<file path="src/rtl/fsk_pkg.sv">
// Shared FSK definitions: FSM states, half-period classes, default tone timing.
package fsk_pkg;

  typedef enum logic [1:0] {
    IDLE,
    MEASURE,
    LOCKED
  } fsk_state_t;

  // CLS_SHORT/CLS_LONG encode the logic level they stand for in bit 0.
  typedef enum logic [1:0] {
    CLS_SHORT,
    CLS_LONG,
    CLS_INVALID
  } fsk_cls_t;

  // Tone half-periods shared with the modulator.
  localparam int unsigned FSK_HALF_SHORT = 32;
  localparam int unsigned FSK_HALF_LONG  = 128;

  // True when l lies within centre +/- tol.
  function automatic logic within_tol(input int unsigned l,
                                      input int unsigned centre,
                                      input int unsigned tol);
    return ((l + tol) >= centre) && (l <= (centre + tol));
  endfunction

endpackage

</file>
<file path="src/rtl/fsk_demodulator_if.sv">
// RX pin and recovered-bit outputs of the FSK demodulator.
interface fsk_demodulator_if;
  logic fsk_input;
  logic logic_output;
  logic bit_valid;
  logic locked;
  logic error;

  modport master (
    input  fsk_input,
    output logic_output,
    output bit_valid,
    output locked,
    output error
  );

  modport slave (
    output fsk_input,
    input  logic_output,
    input  bit_valid,
    input  locked,
    input  error
  );
endinterface

</file>
<file path="src/rtl/fsk_edge_detector.sv">
// Synchronises the asynchronous RX line and emits a 1-clk pulse on either edge.
// Optional FSK_GLITCH_FILTER_EN: level must be stable for 2 synced samples.
module fsk_edge_detector (
  input  logic clk,
  input  logic as_reset_n,
  input  logic i_din,
  output logic o_edge
);

  logic r_sync1;
  logic r_sync2;
  logic r_level;
  logic w_stable;

`ifdef FSK_GLITCH_FILTER_EN
  logic r_sync3;

  // Synchroniser plus one extra stage for the stability check.
  always_ff @(posedge clk or negedge as_reset_n) begin
    if (!as_reset_n) begin
      r_sync1 <= 1'b0;
      r_sync2 <= 1'b0;
      r_sync3 <= 1'b0;
    end else begin
      r_sync1 <= i_din;
      r_sync2 <= r_sync1;
      r_sync3 <= r_sync2;
    end
  end

  assign w_stable = (r_sync2 == r_sync3);
`else
  // Two-flop synchroniser.
  always_ff @(posedge clk or negedge as_reset_n) begin
    if (!as_reset_n) begin
      r_sync1 <= 1'b0;
      r_sync2 <= 1'b0;
    end else begin
      r_sync1 <= i_din;
      r_sync2 <= r_sync1;
    end
  end

  assign w_stable = 1'b1;
`endif

  assign o_edge = w_stable && (r_sync2 != r_level);

  // Accepted line level; follows the synced input only on an accepted edge.
  always_ff @(posedge clk or negedge as_reset_n) begin
    if (!as_reset_n) begin
      r_level <= 1'b0;
    end else if (o_edge) begin
      r_level <= r_sync2;
    end
  end

endmodule

</file>
<file path="src/rtl/fsk_demodulator.sv">
// FSK receiver: times half-periods between RX edges, classifies them as short
// (0) / long (1) / invalid, and tracks lock with an IDLE/MEASURE/LOCKED FSM.
// Build option: FSK_GLITCH_FILTER_EN enables the edge detector glitch filter.
module fsk_demodulator
  import fsk_pkg::*;
#(
  parameter int unsigned HALF_SHORT = FSK_HALF_SHORT,
  parameter int unsigned HALF_LONG  = FSK_HALF_LONG,
  parameter int unsigned TOL        = 8,
  parameter int unsigned LOCK_COUNT = 2,
  parameter int unsigned CNT_W      = 20
) (
  input logic             clk,
  input logic             as_reset_n,
  fsk_demodulator_if.master bus
);

  localparam int unsigned TMO   = HALF_LONG + TOL + 1;
  localparam int unsigned RUN_W = $clog2(LOCK_COUNT + 1);
  localparam logic [CNT_W-1:0] C_TMO  = CNT_W'(TMO);
  localparam logic [RUN_W-1:0] C_LOCK = RUN_W'(LOCK_COUNT);

  if (TOL >= (HALF_LONG - HALF_SHORT) / 2) begin : g_bad_tol
    $error("TOL must be below half the short/long separation");
  end
  if ((64'd1 << CNT_W) <= 64'(TMO)) begin : g_bad_cnt_w
    $error("CNT_W too narrow to reach the timeout count");
  end

  logic r_rst_meta;
  logic r_rst_sync;
  logic w_rst_n;

  // Reset asserts asynchronously and releases on a clock edge.
  always_ff @(posedge clk or negedge as_reset_n) begin
    if (!as_reset_n) begin
      r_rst_meta <= 1'b0;
      r_rst_sync <= 1'b0;
    end else begin
      r_rst_meta <= 1'b1;
      r_rst_sync <= r_rst_meta;
    end
  end

  assign w_rst_n = r_rst_sync;

  logic w_edge;

  fsk_edge_detector u_edge (
    .clk        (clk),
    .as_reset_n (w_rst_n),
    .i_din      (bus.fsk_input),
    .o_edge     (w_edge)
  );

  logic [CNT_W-1:0] r_cnt;

  // Half-period counter: 1 in the cycle after an edge, so it holds L on the next edge.
  always_ff @(posedge clk or negedge w_rst_n) begin
    if (!w_rst_n) begin
      r_cnt <= '0;
    end else if (w_edge) begin
      r_cnt <= CNT_W'(1);
    end else if (r_cnt != '1) begin
      r_cnt <= r_cnt + CNT_W'(1);
    end
  end

  fsk_cls_t w_cls;
  logic     w_tmo;

  // Classify the current half-period length.
  always_comb begin
    w_cls = CLS_INVALID;
    if (within_tol(32'(r_cnt), HALF_SHORT, TOL)) begin
      w_cls = CLS_SHORT;
    end else if (within_tol(32'(r_cnt), HALF_LONG, TOL)) begin
      w_cls = CLS_LONG;
    end
  end

  assign w_tmo = (r_cnt >= C_TMO);

  fsk_state_t       r_state, w_state_nxt;
  fsk_cls_t         r_prev_cls, w_prev_nxt;
  logic [RUN_W-1:0] r_run, w_run_nxt, w_run_inc;
  logic             r_logic, w_logic_nxt;
  logic             r_locked, w_locked_nxt;
  logic             r_bv, w_bv_nxt;
  logic             r_err, w_err_nxt;

  assign w_run_inc = r_run + RUN_W'(1);

  // FSM state, run tracking and registered outputs.
  always_ff @(posedge clk or negedge w_rst_n) begin
    if (!w_rst_n) begin
      r_state    <= IDLE;
      r_prev_cls <= CLS_INVALID;
      r_run      <= '0;
      r_logic    <= 1'b0;
      r_locked   <= 1'b0;
      r_bv       <= 1'b0;
      r_err      <= 1'b0;
    end else begin
      r_state    <= w_state_nxt;
      r_prev_cls <= w_prev_nxt;
      r_run      <= w_run_nxt;
      r_logic    <= w_logic_nxt;
      r_locked   <= w_locked_nxt;
      r_bv       <= w_bv_nxt;
      r_err      <= w_err_nxt;
    end
  end

  // Next-state and output decode; an edge landing on the timeout count wins over timeout.
  always_comb begin
    w_state_nxt  = r_state;
    w_prev_nxt   = r_prev_cls;
    w_run_nxt    = r_run;
    w_logic_nxt  = r_logic;
    w_locked_nxt = r_locked;
    w_bv_nxt     = 1'b0;
    w_err_nxt    = 1'b0;
    unique case (r_state)
      IDLE: begin
        if (w_edge) begin
          w_state_nxt = MEASURE;
          w_prev_nxt  = CLS_INVALID;
          w_run_nxt   = '0;
        end
      end
      MEASURE, LOCKED: begin
        if (w_edge && w_tmo) begin
          w_err_nxt    = 1'b1;
          w_state_nxt  = MEASURE;
          w_prev_nxt   = CLS_INVALID;
          w_run_nxt    = '0;
          w_locked_nxt = 1'b0;
        end else if (w_tmo) begin
          w_err_nxt    = 1'b1;
          w_state_nxt  = IDLE;
          w_run_nxt    = '0;
          w_locked_nxt = 1'b0;
        end else if (w_edge) begin
          if (w_cls == CLS_INVALID) begin
            w_err_nxt  = 1'b1;
            w_run_nxt  = '0;
            w_prev_nxt = CLS_INVALID;
          end else if (r_state == MEASURE) begin
            w_run_nxt  = (w_cls == r_prev_cls) ? w_run_inc : RUN_W'(1);
            w_prev_nxt = w_cls;
            if (w_run_nxt == C_LOCK) begin
              w_state_nxt  = LOCKED;
              w_locked_nxt = 1'b1;
              w_logic_nxt  = (w_cls == CLS_LONG);
              w_bv_nxt     = 1'b1;
              w_run_nxt    = '0;
            end
          end else if ((w_cls == CLS_LONG) == r_logic) begin
            w_bv_nxt  = 1'b1;
            w_run_nxt = '0;
          end else if (w_run_inc == C_LOCK) begin
            w_logic_nxt = ~r_logic;
            w_bv_nxt    = 1'b1;
            w_run_nxt   = '0;
          end else begin
            w_run_nxt = w_run_inc;
          end
        end
      end
      default: begin
        w_state_nxt = IDLE;
      end
    endcase
  end

  assign bus.logic_output = r_logic;
  assign bus.bit_valid    = r_bv;
  assign bus.locked       = r_locked;
  assign bus.error        = r_err;

endmodule

</file>
<file path="src/flat_wrapper.sv">
// flat-port wrapper written by rule: the top's interface ports become plain ports
module fsk_demodulator_flat import fsk_pkg::*;
#(
  parameter int unsigned HALF_SHORT = FSK_HALF_SHORT,
  parameter int unsigned HALF_LONG  = FSK_HALF_LONG,
  parameter int unsigned TOL        = 8,
  parameter int unsigned LOCK_COUNT = 2,
  parameter int unsigned CNT_W      = 20
)
  (clk, as_reset_n, bus_fsk_input, bus_logic_output, bus_bit_valid, bus_locked, bus_error);
  fsk_demodulator_if bus_i ();
  input logic clk;
  input logic as_reset_n;
  input wire logic [$bits(bus_i.fsk_input)-1:0] bus_fsk_input;
  output wire logic [$bits(bus_i.logic_output)-1:0] bus_logic_output;
  output wire logic [$bits(bus_i.bit_valid)-1:0] bus_bit_valid;
  output wire logic [$bits(bus_i.locked)-1:0] bus_locked;
  output wire logic [$bits(bus_i.error)-1:0] bus_error;
  assign bus_i.fsk_input = bus_fsk_input;
  assign bus_logic_output = bus_i.logic_output;
  assign bus_bit_valid = bus_i.bit_valid;
  assign bus_locked = bus_i.locked;
  assign bus_error = bus_i.error;
  fsk_demodulator #(.HALF_SHORT(HALF_SHORT), .HALF_LONG(HALF_LONG), .TOL(TOL), .LOCK_COUNT(LOCK_COUNT), .CNT_W(CNT_W)) u_core (.clk(clk), .as_reset_n(as_reset_n), .bus(bus_i));
endmodule
</file>
<file path="config.mk">
export PLATFORM = sky130hd
export DESIGN_NAME = fsk_demodulator_flat
export DESIGN_NICKNAME = d
export VERILOG_FILES = /design/src/rtl/fsk_pkg.sv /design/src/rtl/fsk_demodulator_if.sv /design/src/rtl/fsk_edge_detector.sv /design/src/rtl/fsk_demodulator.sv /design/src/flat_wrapper.sv
export SDC_FILE = /design/constraint.sdc
export NUM_CORES = 1
export LEC_CHECK = 0
export BUFFER_PORTS_ARGS = -buffer_cell sky130_fd_sc_hd__buf_2
export CORE_MARGIN = 1.5
export CORE_UTILIZATION = 65
export CTS_BUF_LIST = sky130_fd_sc_hd__clkbuf_2
export CTS_CLUSTER_DIAMETER = 100
export DETAILED_ROUTE_END_ITERATION = 6
export PLACE_DENSITY_LB_ADDON = 0.1
export SLEW_MARGIN = 40
export SYNTH_ARGS = -nofsm -noshare
export SYNTH_HDL_FRONTEND = slang
export SYNTH_SLANG_ARGS = --single-unit
export TNS_END_PERCENT = 20
</file>
<file path="constraint.sdc">
create_clock -name clk -period 1.7 [get_ports clk]
set_clock_uncertainty 0.15 [all_clocks]
set_input_delay 0.085 -clock clk [delete_from_list [all_inputs] [get_ports clk]]
set_output_delay 0.085 -clock clk [all_outputs]
set_load 0.02 [all_outputs]
</file>
==> flow_summary.json, run 1 <==
{
  "last-stage-reached": "global routing",
  "synth_enable_flop_cells": 0,
  "placed_cells_incl_taps": 401,
  "synthFlopType": "dfrtp_1",
  "postSynthCellCount": 279,
  "outcome": "aborted with a tool error",
  "timing.repair.worst_endpoint_type": "register input",
  "synth.ff_latch_count": 35,
  "synthAdderAreaFrac_pct": 5.64,
  "yosysSeqAreaShare_pct": 35.9,
  "start_util_pct": 67.1,
  "share_of_flip_flops_with_an_asynchronous_set_or_reset_pct": 100,
  "clockBufferDepth": 2,
  "last_reported_worst_endpoint_of_the_global_route_repair_pass": "u_core.bus.logic_output$_DFFE_PN0P_/D",
  "routabilityCongestion": 1.00,
  "global_route.usage.total_pct": 76.5,
  "yosys.cell_types.count": 56,
  "chipWidth_microns": 64.3,
  "cts_inserted_buffers": 5,
  "post_synth_mux_area_share_pct": 1.64,
  "ioPinCount": 7,
  "cts.root.buffer_cell": "clkbuf_2",
  "placement.io_buffers": 6,
  "synth.avg_cell_area_sq_um": 8.74,
  "post_synth_instance_area_sq_um": 2440,
  "synth.yosys.warnings": 0,
  "error_line": "[ERROR GRT-0232] Routing congestion too high. Check the congestion heatmap in the GUI.",
  "synthSimpleGateAreaFrac_pct": 24.5,
  "main_combinational_cell_family_by_area_after_synthesis": "simple AND/OR/NAND/NOR gates",
  "detailed_placement_wirelength_estimate_mm": 5.28,
  "htree_levels": 2,
  "cts.sink_count": 35,
  "post_synth_xor_area_fraction_pct": 7.18,
  "net_count_after_synthesis": 293,
  "rows": 22,
  "grt_start_max_net_pins": 34,
  "die_h_microns": 64.3,
  "leftover_overflow_at_the_end_of_global_routing": 80,
  "synth_compound_area_share_pct": 19.0
}
routing by layer:
layer	overflow	global-route usage, %
met1	0	77.9
met3	0	45.6
met2	48	99.5
met4	32	87.8
met5	0	0
stage by stage:
stage	worst slack (ps)	area [sq um]
2_1_floorplan	-699	2510
3_3_place_gp	-897	3140
3_5_place_dp	-1000	3140
4_1_cts	-927	3330
cell families after synthesis:
family / after synthesis
simple gates: 114
xor+xnor: 20
other cells: 1
flops: 35
mux: 4
fa+ha+maj: 11
buf+inv: 32
compound gates: 62
cells in the mapped netlist, drive strengths merged, types with 3 or more instances:
master,number,area (sq um)
nor2,40,153
dfrtp,34,851
inv,16,60.1
nand2,15,56.3
o21ai,15,75.1
a21oi,13,65.1
xnor2,12,105
ha,11,138
buf,10,62.6
nand3,10,50.1
nand4,9,62.6
xor2,8,70.1
a31oi,7,43.8
nor3,7,40.0
and3,6,42.5
clkbuf,6,22.5
and2,5,31.3
mux2i,4,40.0
nand2b,4,25.0
nor4,4,25.0
o211ai,4,43.8
and4,3,26.3
o31ai,3,22.5
or3,3,18.8
repair_timing:
item / in CTS
gates resized for setup: 21
hold buffers: 3
cloned: 0
hold endpoints to repair: 3
setup buffers: 4
setup endpoints to repair: 30
pin swaps: 17
==> run 2: changes to the inputs <==
CORE_UTILIZATION = 40   (was 65)
CTS_BUF_LIST = default   (was sky130_fd_sc_hd__clkbuf_2)
CTS_CLUSTER_DIAMETER = default   (was 100)
PLACE_DENSITY_LB_ADDON = 0.15   (was 0.1)
==> flow_summary.json, run 2 <==
{
  "outcome": "complete, but fails checks",
  "failed_checks": "setup timing",
  "ant_nets": 0,
  "yosysTopAreaCell": "dfrtp_1",
  "clock_slew_at_reported_path_ffs_ps": 70,
  "start_util_pct": 41.2,
  "yosys.area.top_type_share_pct": 34.9,
  "detailedRoute.firstIterationViolations": 121,
  "flow.area_growth_from_synthesis_pct": 37.5,
  "avgViaCountPerCell": 5.23,
  "worstPathRequired_ps": 1730,
  "synthTopCellsByCount": "nor2_1 (39), dfrtp_1 (34), inv_1 (16), nand2_1 (15), a21oi_1 (13)",
  "fin_crit_sh_pct": 153,
  "ioPinCount": 7,
  "synth_enable_flop_cells": 0,
  "htree_levels": 2,
  "cts.root.buffer_cell": "clkbuf_8",
  "synth.ff_latch_count": 35,
  "cts_inserted_buffers": 5,
  "highest-signal-layer": "met4",
  "placed_cells_incl_taps": 424,
  "mostFrequentLayoutCells": "buf_4 (85), nor2_1 (37), dfrtp_1 (31), inv_1 (16), nand2_1 (15)",
  "detail_route.wirelength_mm": 6.32,
  "synth.avg_cell_area_sq_um": 8.74,
  "wl_met1_mm": 3.21,
  "grt_start_max_net_pins": 19,
  "critical_path.cell_chain": "ha_4 > nand4_1 > nor2_4 > and4bb_1 > o211ai_1 > or3b_4 > a32oi_1 > o21ai_1 > o2bb2ai_1",
  "startpoint_type": "flip-flop",
  "largest_register_ffs": 20,
  "yosys-top-cells-area": "dfrtp_1 (35%), nor2_1 (6.0%), ha_1 (5.6%)",
  "clockBufferDepth": 2,
  "finalWorstPathRequiredPeriod_ps": 2610,
  "finalSetupViolations": 30,
  "postSynthCellCount": 279,
  "antenna_found_initial": 0,
  "layout.cells.most_common": "buf_4",
  "global_route.usage.total_pct": 21.6,
  "worst-endpoint-arrival_ps": 2630,
  "placement.io_buffers": 6,
  "worst-path-max-fanout": 5,
  "post_synth_instance_area_sq_um": 2440,
  "registers.top_by_ff_count": "u_core.r_cnt",
  "critPathKind": "reg -> reg",
  "power.share.clock_pct": 31.0,
  "design.core.area_sq_um": 5920,
  "detailroute.via_count": 2301,
  "hold_viol": 0,
  "p_comb_share_pct": 27.5,
  "postLayoutCoreUtil_pct": 56.7,
  "power_mw": 2.18,
  "synth.most_common_cell": "nor2_1",
  "timing.final.max_slew_violations": 0,
  "final_layout_net_count": 378,
  "synthFlopType": "dfrtp_1",
  "met3_length_microns": 94,
  "first_global_vias": 2308,
  "max_cap_viol_count": 0,
  "detailedPlace.worstSlack_ps": -958,
  "internal-power_mw": 1.53,
  "dieArea_sq_um": 6580,
  "share_of_flip_flops_with_an_asynchronous_set_or_reset_pct": 100,
  "critical-path-max-stage-delay_ps": 470,
  "synth.yosys.warnings": 0,
  "yosys.cell_types.count": 56,
  "routed_wire_length_per_instance_microns": 14.4,
  "cellPowerDensity_nw_per_um2": 650,
  "finish.cell_count_without_fillers": 440,
  "vdd_drop_max_mv": 0.450,
  "drt-pass1-iter-count": 4,
  "tritoncts": "yes",
  "rsz_0062_raised_after_global_routing": "true",
  "post-route-drc-count": 0,
  "clk_latency_ps": 290,
  "wire_length_of_the_first_global_routing_pass_mm": 10.8,
  "final.setup.worst_slack_ps": -906,
  "routed-wl-met2_mm": 2.97,
  "antennaDiodeCount": 0,
  "clock.fmax_mhz": 384,
  "rows": 28,
  "worst_hold_path_type": "reg -> async",
  "power.switching_mw": 0.651,
  "leftover_overflow_at_the_end_of_global_routing": 0,
  "cts.sink_count": 35,
  "net_count_after_synthesis": 293,
  "critPathSlowestCell": "or3b_4",
  "drive_gt1_share_pct": 35.1,
  "swShare_pct": 29.9,
  "yosysSeqAreaShare_pct": 35.9,
  "chipWidth_microns": 81.1,
  "p_leak_nw": 1.51,
  "die_h_microns": 81.1,
  "worstSetupEndpointType": "flip-flop",
  "power_frac_seq_pct": 41.5,
  "routabilityCongestion": 0.972,
  "detailed_placement_wirelength_estimate_mm": 4.80
}
-- run 2: stage by stage --
stage | area, sq um | setup TNS [ps] | hold slack [ps]
after floorplan | 2510 | -11610 | -361
after global placement | 3150 | -17170 | -281
after detailed placement | 3150 | -17220 | -279
after CTS | 3350 | -19060 | 81.7
after global routing | 3360 | -23740 | 113
final | 3360 | -19710 | 68.0
-- run 2: logic make-up (layout without fill, tap and decap cells) --
kind of cell,Yosys count,count (layout),synth area share (%)
compound gates,62,62,19.0
flops,35,35,35.9
simple gates,114,114,24.5
fa+ha+maj,11,11,5.64
xor+xnor,20,20,7.18
other cells,1,1,0.154
mux,4,4,1.64
buf+inv,32,118,5.95
-- run 2: cell type report --
cell class / count / area, sq um
Clock buffer: 8 / 100
Fill cell: 543 / 2560
Inverter: 16 / 60.1
Multi-Input combinational cell: 212 / 1520
Sequential cell: 35 / 881
Tap cell: 75 / 93.8
Timing Repair Buffer: 94 / 698
-- run 2: final timing paths --
check                                        from  cells after the start                   end  slack (ps)
worst min-delay path            u_core.r_rst_sync                      1  u_core.r_prev_cls[0]          70
worst max-delay path              u_core.r_cnt[4]                      9  u_core.r_prev_cls[0]        -910
worst min register to register  u_core.r_rst_sync                      1  u_core.r_prev_cls[0]          70
min in group clk                u_core.r_rst_meta                      0     u_core.r_rst_sync         210
worst max register to register    u_core.r_cnt[4]                      9  u_core.r_prev_cls[0]        -910
max in group asynchronous              as_reset_n                      3     u_core.r_rst_meta         780
-- run 2: critical path, delay by kind of cell (launching register included) --
family	cells	cell delay, ps
compound gates	4	600
fa+ha+maj	1	170
flops	1	410
simple gates	4	1180
-- run 2: power groups by stage --
stage,Combinational [mW],Clock [mW],Sequential (mW)
6_report,0.600,0.676,0.904
5_1_grt,0.671,0.732,0.907
4_1_cts,0.603,0.697,0.904
3_5_place_dp,0.588,0,0.922
3_3_place_gp,0.585,0,0.920
2_1_floorplan,0.272,0,0.945
-- run 2: metal layers --
metal  GRT usage, %  vias up
li1               -     1163
met1           29.3     1117
met2           36.1       17
met3           3.71        4
met4           4.66        0
met5              0        -
-- run 2: what timing repair did --
action	CTS	global route
endpoints found under the setup margin	29	30
setup buffers	5	0
resized for setup	8	1
endpoints found under the hold margin	3	0
hold buffers	3	0
pin swaps	10	1
No activity file was read; power rests on OpenSTA's default activity.
